==> config.mk <==
export PLATFORM = sky130hd
export DESIGN_NAME = sdram_burst_writer
export DESIGN_NICKNAME = d
export VERILOG_FILES = /design/src/rtl/sdram_wr_pkg.sv /design/src/rtl/sdram_addr_window.sv /design/src/rtl/sdram_burst_writer.sv
export SDC_FILE = /design/constraint.sdc
export NUM_CORES = 1
export LEC_CHECK = 0
export CORE_MARGIN = 1
export CORE_UTILIZATION = 57
export DETAILED_ROUTE_END_ITERATION = 7
export PLACE_DENSITY_LB_ADDON = 0.15
export SYNTH_ARGS = -nofsm -noshare
export SYNTH_HDL_FRONTEND = slang
export SYNTH_SLANG_ARGS = --single-unit
==> constraint.sdc <==
create_clock -name sdram_clk -period 2.94 [get_ports sdram_clk]
set_input_delay 0.294 -clock sdram_clk [delete_from_list [all_inputs] [get_ports sdram_clk]]
set_output_delay 0.294 -clock sdram_clk [all_outputs]
set_load 0.02 [all_outputs]
==> src/rtl/sdram_wr_pkg.sv <==
// Shared types and helpers for the SDRAM burst writer.
package sdram_wr_pkg;

  localparam int unsigned StateW = 3;

  typedef enum logic [StateW-1:0] {
    StIdle  = 3'd0,
    StArm   = 3'd1,
    StBurst = 3'd2,
    StPad   = 3'd3,
    StGap   = 3'd4
  } wr_state_e;

  // Width of a counter that must be able to hold the value burst_len itself.
  function automatic int unsigned cnt_width(input int unsigned burst_len);
    return $clog2(burst_len + 1);
  endfunction

endpackage

==> src/rtl/sdram_addr_window.sv <==
// Word-address register for the write port: steps on every presented beat,
// wraps from ADDR_TOP back to ADDR_BASE, and is forced to ADDR_BASE on timeout.
module sdram_addr_window
  import sdram_wr_pkg::*;
#(
  parameter int unsigned       ADDR_W    = 24,
  parameter logic [ADDR_W-1:0] ADDR_BASE = '0,
  parameter logic [ADDR_W-1:0] ADDR_TOP  = '1
) (
  input  logic              clk,
  input  logic              rst_n,
  input  logic              beat,
  input  logic              clear,
  output logic [ADDR_W-1:0] addr,
  output logic              wrap_pulse
);

  logic [ADDR_W-1:0] addr_q, addr_d;
  logic              at_top;

  assign at_top = (addr_q == ADDR_TOP);

  // Next address: a beat steps (or wraps); timeout rewinds. Both never coincide.
  always_comb begin
    addr_d = addr_q;
    if (beat) begin
      addr_d = at_top ? ADDR_BASE : addr_q + ADDR_W'(1);
    end else if (clear) begin
      addr_d = ADDR_BASE;
    end
  end

  // Address register with synchronous reset to the window base.
  always_ff @(posedge clk) begin
    if (!rst_n) begin
      addr_q <= ADDR_BASE;
    end else begin
      addr_q <= addr_d;
    end
  end

  assign addr       = addr_q;
  // Flags the beat that sits on the last window address.
  assign wrap_pulse = beat && at_top;

endmodule

==> src/rtl/sdram_burst_writer.sv <==
// Drains a read-side FIFO into fixed-length SDRAM write bursts, padding short
// bursts after an arm timeout and signalling end-of-transfer after long idle.
module sdram_burst_writer
  import sdram_wr_pkg::*;
#(
  parameter int unsigned       DATA_W       = 16,
  parameter int unsigned       ADDR_W       = 24,
  parameter int unsigned       LVL_W        = 10,
  parameter int unsigned       BURST_LEN    = 8,
  parameter int unsigned       ARM_CLKS     = 63,
  parameter int unsigned       TIMEOUT_CLKS = 133000000,
  parameter logic [ADDR_W-1:0] ADDR_BASE    = '0,
  parameter logic [ADDR_W-1:0] ADDR_TOP     = '1,
  parameter logic [DATA_W-1:0] PAD_WORD     = '0
) (
  input  logic              sdram_clk,
  input  logic              rst_n,
  output logic              fifo_ren,
  input  logic [DATA_W-1:0] fifo_rdata,
  input  logic              fifo_rempty,
  input  logic [LVL_W-1:0]  fifo_rlevel,
  output logic [DATA_W-1:0] wr_data,
  output logic [ADDR_W-1:0] wr_addr,
  output logic              wr_valid,
  output logic              wr_last,
  output logic              wr_pad,
  input  logic              wr_ready,
  output logic              xfer_done,
  output logic              wrap_pulse
);

  localparam int unsigned CntW  = cnt_width(BURST_LEN);
  localparam int unsigned ArmW  = $clog2(ARM_CLKS + 1);
  localparam int unsigned IdleW = $clog2(TIMEOUT_CLKS + 1);

  localparam logic [CntW-1:0]  CntBurst = CntW'(BURST_LEN);
  localparam logic [CntW-1:0]  CntLast  = CntW'(BURST_LEN - 1);
  localparam logic [ArmW-1:0]  ArmLast  = ArmW'(ARM_CLKS - 1);
  localparam logic [IdleW-1:0] IdleLast = IdleW'(TIMEOUT_CLKS - 1);
  localparam logic [IdleW-1:0] IdleMax  = IdleW'(TIMEOUT_CLKS);
  localparam logic [LVL_W-1:0] LvlBurst = LVL_W'(BURST_LEN);

  wr_state_e        state_q, state_d;
  logic [CntW-1:0]  rd_cnt_q, rd_cnt_d;
  logic [CntW-1:0]  iss_cnt_q, iss_cnt_d;
  logic [CntW-1:0]  n_words_q, n_words_d;
  logic [ArmW-1:0]  arm_cnt_q, arm_cnt_d;
  logic [IdleW-1:0] idle_cnt_q, idle_cnt_d;

  logic wr_valid_q, wr_last_q, wr_pad_q, xfer_done_q;
  logic pad_issue, issue, level_full, timeout_fire;
  logic [CntW-1:0] lvl_words;

  assign level_full   = (fifo_rlevel >= LvlBurst);
  assign lvl_words    = level_full ? CntBurst : CntW'(fifo_rlevel);
  assign issue        = fifo_ren | pad_issue;
  assign timeout_fire = (state_q == StIdle) && (idle_cnt_q == IdleLast);

  // Next-state, read/pad issue and counter updates.
  always_comb begin
    state_d    = state_q;
    rd_cnt_d   = rd_cnt_q;
    iss_cnt_d  = iss_cnt_q;
    n_words_d  = n_words_q;
    arm_cnt_d  = '0;
    idle_cnt_d = '0;
    fifo_ren   = 1'b0;
    pad_issue  = 1'b0;

    unique case (state_q)
      StIdle: begin
        rd_cnt_d   = '0;
        iss_cnt_d  = '0;
        idle_cnt_d = (idle_cnt_q == IdleMax) ? idle_cnt_q : idle_cnt_q + IdleW'(1);
        if (wr_ready && level_full) begin
          state_d   = StBurst;
          n_words_d = CntBurst;
        end else if (wr_ready && !fifo_rempty) begin
          state_d = StArm;
        end
      end
      StArm: begin
        arm_cnt_d = arm_cnt_q + ArmW'(1);
        if (level_full || (arm_cnt_q == ArmLast)) begin
          state_d   = StBurst;
          n_words_d = lvl_words;
        end
      end
      StBurst: begin
        // An underrun only stalls here; the promised word count is never padded.
        fifo_ren = !fifo_rempty && wr_ready && (rd_cnt_q < n_words_q);
        if (fifo_ren) begin
          rd_cnt_d  = rd_cnt_q + CntW'(1);
          iss_cnt_d = iss_cnt_q + CntW'(1);
          if (rd_cnt_d == n_words_q) begin
            state_d = (n_words_q == CntBurst) ? StGap : StPad;
          end
        end
      end
      StPad: begin
        pad_issue = wr_ready;
        if (pad_issue) begin
          iss_cnt_d = iss_cnt_q + CntW'(1);
          if (iss_cnt_d == CntBurst) begin
            state_d = StGap;
          end
        end
      end
      StGap: begin
        rd_cnt_d  = '0;
        iss_cnt_d = '0;
        if (level_full && wr_ready) begin
          state_d   = StBurst;
          n_words_d = CntBurst;
        end else begin
          state_d = StIdle;
        end
      end
      default: state_d = StIdle;
    endcase
  end

  // FSM state and counter registers.
  always_ff @(posedge sdram_clk) begin
    if (!rst_n) begin
      state_q    <= StIdle;
      rd_cnt_q   <= '0;
      iss_cnt_q  <= '0;
      n_words_q  <= '0;
      arm_cnt_q  <= '0;
      idle_cnt_q <= '0;
    end else begin
      state_q    <= state_d;
      rd_cnt_q   <= rd_cnt_d;
      iss_cnt_q  <= iss_cnt_d;
      n_words_q  <= n_words_d;
      arm_cnt_q  <= arm_cnt_d;
      idle_cnt_q <= idle_cnt_d;
    end
  end

  // Beat qualifiers: an issue in cycle N becomes a presented beat in cycle N+1.
  always_ff @(posedge sdram_clk) begin
    if (!rst_n) begin
      wr_valid_q  <= 1'b0;
      wr_last_q   <= 1'b0;
      wr_pad_q    <= 1'b0;
      xfer_done_q <= 1'b0;
    end else begin
      wr_valid_q  <= issue;
      wr_last_q   <= issue && (iss_cnt_q == CntLast);
      wr_pad_q    <= pad_issue;
      xfer_done_q <= timeout_fire;
    end
  end

  // The FIFO read register is the data stage: a word read in cycle N is on
  // fifo_rdata in cycle N+1, aligned with the registered beat qualifiers.
  assign wr_data   = !wr_valid_q ? '0 : (wr_pad_q ? PAD_WORD : fifo_rdata);
  assign wr_valid  = wr_valid_q;
  assign wr_last   = wr_last_q;
  assign wr_pad    = wr_pad_q;
  assign xfer_done = xfer_done_q;

  // A presented beat was issued against credit, so it is always accepted.
  sdram_addr_window #(
    .ADDR_W    (ADDR_W),
    .ADDR_BASE (ADDR_BASE),
    .ADDR_TOP  (ADDR_TOP)
  ) u_addr_window (
    .clk        (sdram_clk),
    .rst_n      (rst_n),
    .beat       (wr_valid_q),
    .clear      (timeout_fire),
    .addr       (wr_addr),
    .wrap_pulse (wrap_pulse)
  );

endmodule
# ---- After elaboration in Yosys (flattened, before gate mapping)
# Index checks and enable logic that the tools add are counted.
dict set report totals {
  regBits 76
  inputBits 30
  wordCells 84
  output_inout_bits 46
}
dict set report classes {
  reduce_logical 20
  muxes 26
  bitwise 1
  addsub 5
  eq_ne 19
  order_cmp 2
}
# cell n
set ops {}
lappend ops {{24-bit 2-to-1 mux} 3}
lappend ops {{27-bit == test (second input constant)} 2}
lappend ops {{16-bit 2-to-1 mux} 2}
lappend ops {{27-bit by 1-bit adder with 27-bit output (second input constant)} 1}
lappend ops {{24-bit by 1-bit adder with 24-bit output (second input constant)} 1}
lappend ops {{24-bit == test (second input constant)} 1}
lappend ops {{3-bit 2-to-1 mux} 8}
lappend ops {{4-bit 2-to-1 mux} 6}
lappend ops {{4-bit case mux with 2 select lines} 2}
lappend ops {{3-bit case mux with 5 select lines} 1}
lappend ops {{4-bit case mux with 3 select lines} 1}
lappend ops {{10-bit by 4-bit greater-or-equal comparator with 1-bit output (second input constant)} 1}
lappend ops {{2-bit != test (second input constant)} 5}
lappend ops {{4-bit by 1-bit adder with 4-bit output (second input constant)} 2}
lappend ops {{4-bit == test (second input constant)} 2}
lappend ops {{6-bit by 1-bit adder with 6-bit output (second input constant)} 1}
lappend ops {{3-bit by 2-bit == test with 1-bit output (second input constant)} 2}
lappend ops {{6-bit == test (second input constant)} 1}
lappend ops {{1-bit logical AND} 6}
lappend ops {{2-bit AND reduction} 3}
lappend ops {{3-bit AND reduction} 2}
lappend ops {{6-bit AND reduction} 1}
lappend ops {{2-bit nonzero test} 3}
lappend ops {{4-bit by 3-bit == test with 1-bit output (second input constant)} 1}
lappend ops {{other kinds (14)} 15}

# ---- Logic depth before layout (Yosys ltp)
dict set report logic_depth {
  depth_word 6
  depth_mapped 8
  mapped_depth_nobuf 7
}

# ---- Hierarchy
# A second synthesis with hierarchy kept.
dict set report unflattened {
  hier_cells 494
  area_unflattened_um2 4127.7
}
# mod instances cells_each area_per_inst_um2 seq_area_each_um2
set modules_own_cells {}
lappend modules_own_cells {sdram_burst_writer 1 340 2836.5 1041.0}
lappend modules_own_cells {sdram_addr_window 1 154 1291.2 480.5}

# ---- Least setup slack after synthesis
# Ideal clock, no wire load.
dict set report synth_timing {
  path_type {reg-to-reg}
  from {register n_words_q[3]}
  to {register rd_cnt_q[2]}
  synth_period_minus_slack_ps 2091
  slack_ps 849
  t_arrival_ps 2005
  required_ps 2854
  stages_incl_launch_ff 8
  setup_time_ps 86
  path_cell_list {dfxtp_1 inv_1 ha_1 nor3b_1 nand2_1 nor2_1 mux2_2 a211oi_1}
}
dict set report synth_between {
  elab_chain_len 4
}
# element line_no
set synth_rtl {}
lappend synth_rtl {{start: declaration} sdram_burst_writer.sv:46} ;# logic [CntW-1:0] n_words_q, n_words_d;
lappend synth_rtl {{start signal: assignment} sdram_burst_writer.sv:136} ;# n_words_q <= n_words_d;
lappend synth_rtl {{4-bit less-than comparator} sdram_burst_writer.sv:91} ;# fifo_ren = !fifo_rempty && wr_ready && (rd_cnt_q < n_words_q);
lappend synth_rtl {{1-bit logical AND} sdram_burst_writer.sv:91}
lappend synth_rtl {{2-bit != test (no line)} n/a}
lappend synth_rtl {{2-bit AND reduction (no line)} n/a}
lappend synth_rtl {{end signal: assignment} sdram_burst_writer.sv:134} ;# rd_cnt_q <= rd_cnt_d;
lappend synth_rtl {{end: declaration} sdram_burst_writer.sv:44} ;# logic [CntW-1:0] rd_cnt_q, rd_cnt_d;
# No other way between the ends.
# A chain may end at the register's enable or synchronous reset.

# ---- Worst setup path after layout
dict set report layout_timing {
  from {register wr_valid_q (netlist: wr_valid)}
  to {output port wr_data[9]}
}
dict set report layout_between {
  elab_chain_len 1
}
# element line_no
set layout_rtl {}
lappend layout_rtl {{start: declaration} sdram_burst_writer.sv:50} ;# logic wr_valid_q, wr_last_q, wr_pad_q, xfer_done_q;
lappend layout_rtl {{start signal: assignment} sdram_burst_writer.sv:150} ;# wr_valid_q <= issue;
lappend layout_rtl {{16-bit 2-to-1 mux} sdram_burst_writer.sv:159} ;# assign wr_data = !wr_valid_q ? '0 : (wr_pad_q ? PAD_WORD : fifo_rdata);
lappend layout_rtl {{end: declaration} sdram_burst_writer.sv:22} ;# output logic [DATA_W-1:0] wr_data,
# No other way between the ends.

==> run summary <==
Seq pwr share: 54.2%
Fmax: 0.3824 GHz
Post-CTS sizing: 0
Crit Path Class: flip-flop to output port
Clock Tree Buf Depth: 2
Post-route ant nets: 0
Seq cells post-synth: 76
Post-CTS Setup Repair Bufs: 0
Post-Syn Instances: 486
Slew @ Worst Pin: 0.9361 ns
CP startpoint kind: flip-flop
Sw power: 492.4 µW
Synth Area in Simple Gates: 33.35%
Syn_area_per_cell: 8.467 µm²
Routed vias: 3855
I/O pins: 76
Routability cong.: 0.8167
CP required: 2.65 ns
PortBufs: 75
Synth Area in Compound Gates: 11.77%
Outcome: finished clean
Final #Nets: 601
Vias in the first global route: 3460
Fill cells: 580
Pint: 1.480 mW
Largest net degree at the start of global routing: 29
Area share of the largest cell type after synthesis: 36.97%
Row cnt: 30
HPWL after detailed placement: 6.786 mm
Fin. Hold Viols: 0
Count leader, synth: dfxtp_1
Worst vdd rail ir drop: 0.2793 mV
Mux contribution to synthesized area: 2.736%
Routed wire length: 9.433 mm
Clock Pin Slew Worst Setup and Hold Paths: 0.08 ns
First-pass GRT wire length: 15.44 mm
Slew Viols, Final: 0
Slew HR: 37.60%
Post-layout util: 74.21%
CTS Root Cell: clkbuf_8
Yosys warns: 0
Most instantiated cells after synthesis: dfxtp_1 (76), nor2_1 (42), nand2_1 (35), nand3_1 (32), a21oi_1 (30)
H-tree levels: 3
Antenna violations before repair: 0
Post-synthesis adder-cell area fraction: 3.344%
DRC violations left: 0
Setup violators final: 0
Core area: 6869 µm²
Area occupied by multi-input gates: 2425 µm²
Wire per inst: 14.34 µm
Ys flop type: dfxtp_1
Post-synth EDFFs: 0
GRT Util Overall: 25.70%
Initial core utilization: 59.91%
Setup_tns: 0 ns
Comb pwr share: 10.7%
Hold Buf Count CTS: 0
Total CTS buffers: 9
Yosys cell types: 62
Max Cap Viol: 0
Worst setup EP type: output port
FF+latch area: 1521 µm²
Synthesized area: 4115 µm²
Synth Area in XOR/XNOR: 7.601%
Worst-Skew Late Latency: 0.34 ns
Leakage: 1.751 nW
Area leader, netlist: dfxtp_1
Reg2Reg Setup Slack: 0.85 ns
CTS tree: built
Sequential element share of the synthesized area: 36.97%
Worst Hold Class: flip-flop to flip-flop
Chip width: 86.97 µm
Pre-antenna DRT Iters: 5
Gr ovfl total: 0
RSZ-0062 raised after global routing: false
Power share of the clock group: 35.2%
Fin crit share: 88.94%
Share of cells above drive strength 1: 7.651%
Critical Path AT: 2.32 ns
Post-Route Skew: 0.008701 ns
Area growth syn-to-layout: 23.87%
Crit path max fanout: 16
Largest family of logic cells by synthesized area: simple AND/OR/NAND/NOR gates
Power per cell area: 386.9 nW/µm²
Sw Share: 24.97%
Asr flop ratio synth: 0%
Final Critical Period: 2.615 ns
Drt first-iter violations: 214
DR vias/cell: 5.859
Ranking of synthesized cells by area: dfxtp_1 (37%), nand3_1 (3.9%), nor2_1 (3.8%)
Die footprint: 7564 µm²
Mapped Nets: 527
Total clock sinks: 76
Die height: 86.97 µm
Diodes inserted: 0
-- layout by cell type (no fill, tap or decap), drive strengths merged, types with 13 or more instances in the layout --
cell type	instances
nand3	34
dfxtp	76
nand4	22
a21oi	31
xnor2	15
o21ai	25
or3	13
and2	20
clkdlybuf4s50	75
nand2	36
inv	20
xor2	18
nor2	42
-- sequential cells by signal (all words and copies together), names as in the netlist --
signal and flops:
u_addr_window.addr 24, iss_cnt_q 4, rd_cnt_q 4, n_words_q 4, state_q 3, wr_valid 1, idle_cnt_q 27, wr_last 1
wr_pad 1, arm_cnt_q 6, xfer_done 1
-- metrics by stage --
stage               std cells  setup slack (ns)  power, mW  hold slack, ns  cell area, µm²
detailed placement        645            0.5313      1.298          0.4729            4933
finish                    658            0.3253      1.972          0.4797            5097
global route              658            0.1563      2.044          0.5101            5097
CTS                       658            0.2838      1.978          0.4865            5097
floorplan                 486            0.8486      1.219          0.4258            4115
global placement          645            0.5970      1.291          0.4372            4933
-- metal layers --
metal	GRT usage [%]	wire length [µm]	vias to the layer above
met3	4.929	680	25
met1	31.24	3962	1793
met2	43.59	4591	154
met5	0	0	-
li1	-	-	1883
met4	12.42	198	0
-- final timing paths --
path | start | end | depth (start not counted)
setup / recovery | wr_valid | wr_data[9] | 3
hold / removal | arm_cnt_q[0] | arm_cnt_q[0] | 1
setup reg to reg | n_words_q[3] | rd_cnt_q[2] | 8
hold reg to reg | arm_cnt_q[0] | arm_cnt_q[0] | 1
-- cell families (layout without fill, tap and decap cells) --
family,Yosys count,count (layout)
AOI/OAI and AO/OA,82,82
xor gates and xnor gates,34,34
adders and majority gates,11,11
buffers and inverters,38,114
DFF,76,76
muxes,11,11
and+or+nand+nor,234,234
-- cell type report --
cell class | instances | share of cell area, %
clock inverters | 2 | 0.2455
inverters | 21 | 1.546
repair buffers | 80 | 15.46
multi-input cells | 372 | 47.57
clock buffers | 11 | 2.970
flip-flops and latches | 76 | 29.85
well taps | 96 | 2.356
-- worst max-delay path, stage by stage, from the launching register on --
cell and delay, ns:
dfxtp_1 0.57, nor2b_1 0.59, and2_1 0.23, clkdlybuf4s50_1 0.60
-- power by group through the flow --
| stage | sequential (mW) | combinational (mW) | clock, mW |
|---|---|---|---|
| after detailed placement | 1.09 | 0.207 | 0 |
| after floorplan | 1.08 | 0.139 | 0 |
| final | 1.07 | 0.210 | 0.694 |
| after global routing | 1.07 | 0.230 | 0.743 |
| after CTS | 1.07 | 0.210 | 0.701 |
| after global placement | 1.09 | 0.202 | 0 |
Power figures use the tool's default switching activity.
==> variant 1: new RTL, same settings <==
Reset style: asynchronous (`rst_n`), changed in 3 clocked blocks. Comments in the files are not updated.
--- a/src/rtl/sdram_addr_window.sv
+++ b/src/rtl/sdram_addr_window.sv
@@ -33,3 +33,3 @@
   // Address register with synchronous reset to the window base.
-  always_ff @(posedge clk) begin
+  always_ff @(posedge clk or negedge rst_n) begin
     if (!rst_n) begin
--- a/src/rtl/sdram_burst_writer.sv
+++ b/src/rtl/sdram_burst_writer.sv
@@ -123,3 +123,3 @@
   // FSM state and counter registers.
-  always_ff @(posedge sdram_clk) begin
+  always_ff @(posedge sdram_clk or negedge rst_n) begin
     if (!rst_n) begin
@@ -142,3 +142,3 @@
   // Beat qualifiers: an issue in cycle N becomes a presented beat in cycle N+1.
-  always_ff @(posedge sdram_clk) begin
+  always_ff @(posedge sdram_clk or negedge rst_n) begin
     if (!rst_n) begin
Function: differs if rst_n is asserted again (counterexample within 4 cycles, from zero or initial values and one cycle with rst_n low); with rst_n held inactive, the same outputs for 10 cycles.
==> variant 1 against the unedited design <==
Area after synthesis rose by 5.7%; count of clock-buffer cells in the layout unchanged; cell area rose by 6.3%; sequential cell count unchanged; clock skew is 4.1 ps higher; sequential share of layout area is 5.2 points higher; wire length is 1.6% higher; critical path depth grew 4; via count decreased by 2.6%; worst setup slack got worse by 120 ps; critical path type unchanged; largest cell class unchanged.
Power is not compared: it rests on default switching activity, and its combinational part moved more than twofold at a synthesized area within 25%.
==> variant 1: results (changes against the unedited design) <==
Status:
- The run finished with clean final reports.

Global routing:
- The largest net degree at the start of global routing was 77 (+170%).
- The all-layer global routing usage is 0.258 (+0.00109).
- The global routing met3 resource utilization is 0.0369 (-0.0124).
- The via count of the first global-routing pass is 3452 (-0.23%).
- The global-route track usage on met2 was 0.447 (+0.0110).
- The global-route wire length before repair is 15800 um (+2.5%).

Min path:
- The class of the most critical hold timing path is in2async.

Routing:
- The detail-routed net length per standard cell is 14.9 um (+3.8%).
- The overall via count from detail_route was 3756 (-2.6%).
- The sum of routed wire length over all layers was 9580 um (+1.6%).
- The DRC marker count from the first detailed-route iteration came to 228 (+6.5%).

Place:
- The placed instance area is 0.00519 mm2 (+5.2%).
- The detailed placer's ending HPWL is 6900 um (+1.6%).
- The cell count after placement was 629 (-2.5%).

Timing:
- The largest clock skew in the final design came to 12.8 ps (+4.08 ps).
- The worst hold slack was 76.1 ps (-404 ps).
- The normalized max-slew margin is 0.379 (+0.00321).

Synth:
- Sorting the synthesized cells by area gives the leading types as sky130_fd_sc_hd__dfrtp_1, sky130_fd_sc_hd__nand3_1, sky130_fd_sc_hd__nor2_1.
- The count of distinct cell types in the synthesized netlist was 56 (-9.7%).
- The proportion of synthesized chip area in sequential cells is 0.437 (+0.0673).
- The fraction of registers with async set/reset is 1.00 (+1.00).
- The net count of the mapped netlist is 506 (-4.0%).
- In the synthesized netlist, the cells that appear most often are sky130_fd_sc_hd__dfrtp_1, sky130_fd_sc_hd__nor2_1, sky130_fd_sc_hd__nand2_1.

Cells and area:
- The share of post-route cells with drive strength above 1 was 0.0826 (+0.00606).
- The net count reported at finish is 582 (-3.2%).

Setup path:
- The maximum single-stage delay on the critical path was 620 ps (+20 ps).
- The cell family contributing the most delay on the critical path is buffers and inverters.
- The maximum fanout along the worst path is 8 (-8).
- The data arrival time of the critical path is 2440 ps (+120 ps).
-- variant 1: cell count changes after synthesis, moves of 6 or more --
cell	change
sky130_fd_sc_hd__o21ai_1	-9
sky130_fd_sc_hd__nand3_1	+6
sky130_fd_sc_hd__nand4_1	-12
sky130_fd_sc_hd__nor4_1	+8
sky130_fd_sc_hd__a21oi_1	-10
sky130_fd_sc_hd__dfrtp_1	+76
sky130_fd_sc_hd__nand2_1	+8
sky130_fd_sc_hd__a22o_1	+6
sky130_fd_sc_hd__or3_1	-6
sky130_fd_sc_hd__dfxtp_1	-76
-- variant 1: final cells by class --
| class | count | area, um2 | area share |
|---|---|---|---|
| Sequential cell | 76 | 1900 | 0.351 |
| Timing Repair Buffer | 80 | 788 | 0.145 |
| Multi-Input combinational cell | 357 | 2320 | 0.428 |
| Tap cell | 99 | 124 | 0.0229 |
| Clock buffer | 11 | 151 | 0.0279 |
| Clock inverter | 4 | 72.6 | 0.0134 |
| Inverter | 17 | 63.8 | 0.0118 |
-- variant 1: per-layer routing --
| metal | vias up | wire (um) |
|---|---|---|
| met4 | 0 | 246 |
| li1 | 1806 | - |
| met3 | 24 | 404 |
| met1 | 1811 | 4120 |
| met2 | 115 | 4810 |
| met5 | - | 0 |
-- variant 1: kinds of logic after synthesis --
kind of cell,share of synthesized area
DFF,0.437
AOI/OAI and AO/OA,0.111
buffers and inverters,0.0305
and+or+nand+nor,0.282
xor gates and xnor gates,0.0679
adders and majority gates,0.0316
muxes,0.0400
-- variant 1: final timing paths --
path,cells past startpoint,endpoint,from,slack [ps]
worst max-delay path,7,fifo_ren,n_words_q[1]$_DFFE_PN0P_,200
worst min-delay path,1,idle_cnt_q[25]$_DFFE_PN0P_,rst_n,80
worst max register to register,7,u_addr_window.addr[9]$_DFFE_PN0P_,u_addr_window.addr[0]$_DFFE_PN0P_,530
worst min register to register,1,u_addr_window.addr[14]$_DFFE_PN0P_,u_addr_window.addr[14]$_DFFE_PN0P_,490
max in group asynchronous,1,rd_cnt_q[0]$_DFFE_PN0P_,rst_n,2250
min in group sdram_clk,3,n_words_q[2]$_DFFE_PN0P_,fifo_rlevel[2],490
-- variant 1: worst register-to-register path, delay by kind of cell (launching register included) --
kind	cells	cell delay [ps]
AO/OA/AOI/OAI	3	900
AND/OR/NAND/NOR	2	550
flip-flops	1	420
buffers and inverters	1	220
adder cells (fa/ha/maj)	1	210
-- variant 1: report_power, final --
| part | total [mW] | switching, mW | internal [mW] |
|---|---|---|---|
| sequential | 1.26 | 0.128 | 1.13 |
| clock | 0.888 | 0.369 | 0.518 |
| combinational | 1.03 | 0.583 | 0.442 |
==> variant 2: new RTL, same settings <==
Made on the original files. Change the parameter `TIMEOUT_CLKS` from 133000000 to 33250000.
--- a/src/rtl/sdram_burst_writer.sv
+++ b/src/rtl/sdram_burst_writer.sv
@@ -10,3 +10,3 @@
   parameter int unsigned       ARM_CLKS     = 63,
-  parameter int unsigned       TIMEOUT_CLKS = 133000000,
+  parameter int unsigned       TIMEOUT_CLKS = 33250000,
   parameter logic [ADDR_W-1:0] ADDR_BASE    = '0,
Behaviour: no difference found for any inputs over 10 cycles, from zero or initial values and one cycle with rst_n low; that may be too few to reach the edited logic, so the function may still have changed.
==> variant 2 against the unedited design <==
Worst setup slack worse by 77 ps; global-route usage down 0.53 points; wire length down 9.9%; cell area down 6.5%; cell count down 5.2%; critical path depth up 1; area after synthesis down 7.6%; non-clock buffer count up 1; sequential cell count down 2; critical endpoint is now wrap_pulse.
Power is not compared: it rests on default switching activity, and its combinational part moved more than twofold at a synthesized area within 25%.
==> variant 2: results (changes against the unedited design) <==
Global routing:
- The global routing met3 resource utilization was 0.0445 (-0.00478).
- The global-route wire length before repair came to 14500 um (-6.3%).
- The via count of the first global-routing pass is 3166 (-8.5%).
- The global-route track usage on met2 is 0.406 (-0.0302).
- The largest net degree at the start of global routing came to 27 (-6.9%).
- The all-layer global routing usage is 0.252 (-0.00535).
- The met1 global-route usage is 0.331 (+0.0189).

Cells and area:
- The share of post-route cells with drive strength above 1 is 0.0548 (-0.0217).
- The number of flip-flops under the largest register name came to 25 (-7.4%).
- More flip-flops sit in one register than any other, and that register is idle_cnt_q.
- The net count reported at finish is 584 (-2.8%).
- The final-layout fill cell count is 481 (-17%).
- The final standard cell count with taps included and fillers excluded is 624 (-5.2%).

Setup path:
- Following the worst setup path forward leads to its endpoint at wrap_pulse.
- The reg2reg setup slack was 610 ps (-240 ps).
- The logic depth of the worst register-to-register path was 9 (+1).
- The maximum fanout along the worst path was 8 (-8).
- The data arrival time of the critical path is 2400 ps (+80 ps).
- The endpoint identified for the worst register-to-register timing path is u_addr_window.addr[16]$_SDFFE_PN0P_.
- The slowest cell on the critical path is sky130_fd_sc_hd__clkdlybuf4s50_1.
- The endpoint type of the worst setup path is a primary output.
- The maximum single-stage delay on the critical path is 660 ps (+60 ps).
- The beginning of the worst register-to-register path is u_addr_window.addr[0]$_SDFFE_PN0P_.
- In this run the worst setup path begins at u_addr_window.addr[9]$_SDFFE_PN0P_.

Synth:
- The net count of the mapped netlist was 507 (-3.8%).
- The proportion of synthesized chip area in sequential cells is 0.390 (+0.0200).
- The count of distinct cell types in the synthesized netlist came to 56 (-9.7%).
- Sorting the synthesized cells by area gives the leading types as sky130_fd_sc_hd__dfxtp_1, sky130_fd_sc_hd__nor2_1, sky130_fd_sc_hd__nand2_1.
- The commonest cells after synthesis are sky130_fd_sc_hd__dfxtp_1, sky130_fd_sc_hd__nor2_1, sky130_fd_sc_hd__nand2_1.
- The synthesized instance count is 466 (-4.1%).

Timing:
- The normalized max-slew margin was 0.467 (+0.0915).
- The largest clock skew in the final design came to 14.0 ps (+5.29 ps).
- The final critical delay including setup and external delays was 2690 ps (+77.0 ps).

Status:
- The flow ran to the end, and the final reports show no timing, DRC or antenna violations.

Routing:
- The DRC marker count from the first detailed-route iteration is 188 (-12%).
- The count of TritonRoute iterations in the first routing pass is 4 (-1).
- The total routed wire length on the met1 layer is 3870 um (-2.3%).
- The mean number of vias per cell is 5.64 (-3.7%).
- The sum of routed wire length over all layers was 8500 um (-9.9%).
- The wire length on met2 was 4050 um (-12%).
- The met3 wirelength from detailed routing was 493 um (-28%).

Clock tree:
- The maximum level of the CTS H-tree was 3 (unchanged).
- The clock transition at the registers of the reported paths is 80 ps (about the same).
- The total CTS buffers is 9 (unchanged).

Power:
- Across the VDD grid, the largest voltage drop is between 0.3 and 0.4 mV.

Place:
- The setup slack at placement is 343 ps (-188 ps).
- The cell count after placement was 609 (-5.6%).
- The count of input and output buffers is 75 (unchanged).
- The weighted congestion reported at the end of routability-driven placement came to 0.881 (+7.9%).
- The detailed placer's ending HPWL was 6190 um (-8.7%).
-- variant 2: cell types whose count changed after synthesis, sizes merged, moves of 4 or more --
cell | before | now
nor2 | 42 | 62
a21oi | 31 | 18
nand2 | 36 | 48
nand3 | 34 | 26
or3 | 13 | 5
o21ai | 25 | 31
mux2i | 9 | 4
nor3 | 8 | 13
and3 | 10 | 6
or4 | 5 | 1
or4b | 4 | 0
xor2 | 18 | 14
-- variant 2: worst min-delay path by stage --
| stage | from | cells past startpoint | slack (ps) | end |
|---|---|---|---|---|
| 2_1_floorplan | arm_cnt_q[0]$_SDFF_PN0_ | 1 | 430 | arm_cnt_q[0]$_SDFF_PN0_ |
| 3_3_place_gp | arm_cnt_q[0]$_SDFF_PN0_ | 1 | 450 | arm_cnt_q[0]$_SDFF_PN0_ |
| 3_5_place_dp | arm_cnt_q[0]$_SDFF_PN0_ | 1 | 450 | arm_cnt_q[0]$_SDFF_PN0_ |
| 4_1_cts | arm_cnt_q[0]$_SDFF_PN0_ | 1 | 470 | arm_cnt_q[0]$_SDFF_PN0_ |
| 5_1_grt | arm_cnt_q[0]$_SDFF_PN0_ | 1 | 480 | arm_cnt_q[0]$_SDFF_PN0_ |
| 6_report | arm_cnt_q[0]$_SDFF_PN0_ | 1 | 460 | arm_cnt_q[0]$_SDFF_PN0_ |
-- variant 2: cell families (layout without fill, tap and decap cells) --
group                    count (synthesis)  in the layout  share of synthesized area
AND/OR/NAND/NOR                        234            234                      0.318
flip-flops                              74             74                      0.390
multiplexers                             6              6                     0.0165
buffers and inverters                   33            114                     0.0402
adder cells (fa/ha/maj)                 11             11                     0.0362
XOR/XNOR                                33             33                     0.0797
AO/OA/AOI/OAI                           75             75                      0.120
-- variant 2: area by class of cell --
class	count	area [um2]	area share
clock buffers	11	131	0.0276
multi-input cells	359	2170	0.456
well taps	77	96.3	0.0202
inverters	18	67.6	0.0142
clock inverters	4	20.0	0.00420
flip-flops and latches	74	1480	0.311
repair buffers	81	798	0.167
-- variant 2: power groups by stage --
stage	clock network (mW)	registers, mW	logic [mW]
finish	0.652	1.10	0.440
global route	0.706	1.11	0.497
CTS	0.668	1.10	0.444
detailed placement	0	1.13	0.439
global placement	0	1.12	0.425
floorplan	0	1.09	0.332
-- variant 2: repair_timing --
action                                  4_1_cts  5_1_grt
hold endpoints to repair                      0        0
resized for setup                             0        1
endpoints found under the setup margin        0        1
hold buffers                                  0        0
-- variant 2: through the flow --
| stage | power, mW | area, um2 |
|---|---|---|
| 2_1_floorplan | 1.43 | 3800 |
| 3_3_place_gp | 1.55 | 4610 |
| 3_5_place_dp | 1.56 | 4610 |
| 4_1_cts | 2.21 | 4770 |
| 5_1_grt | 2.32 | 4770 |
| 6_report | 2.19 | 4770 |
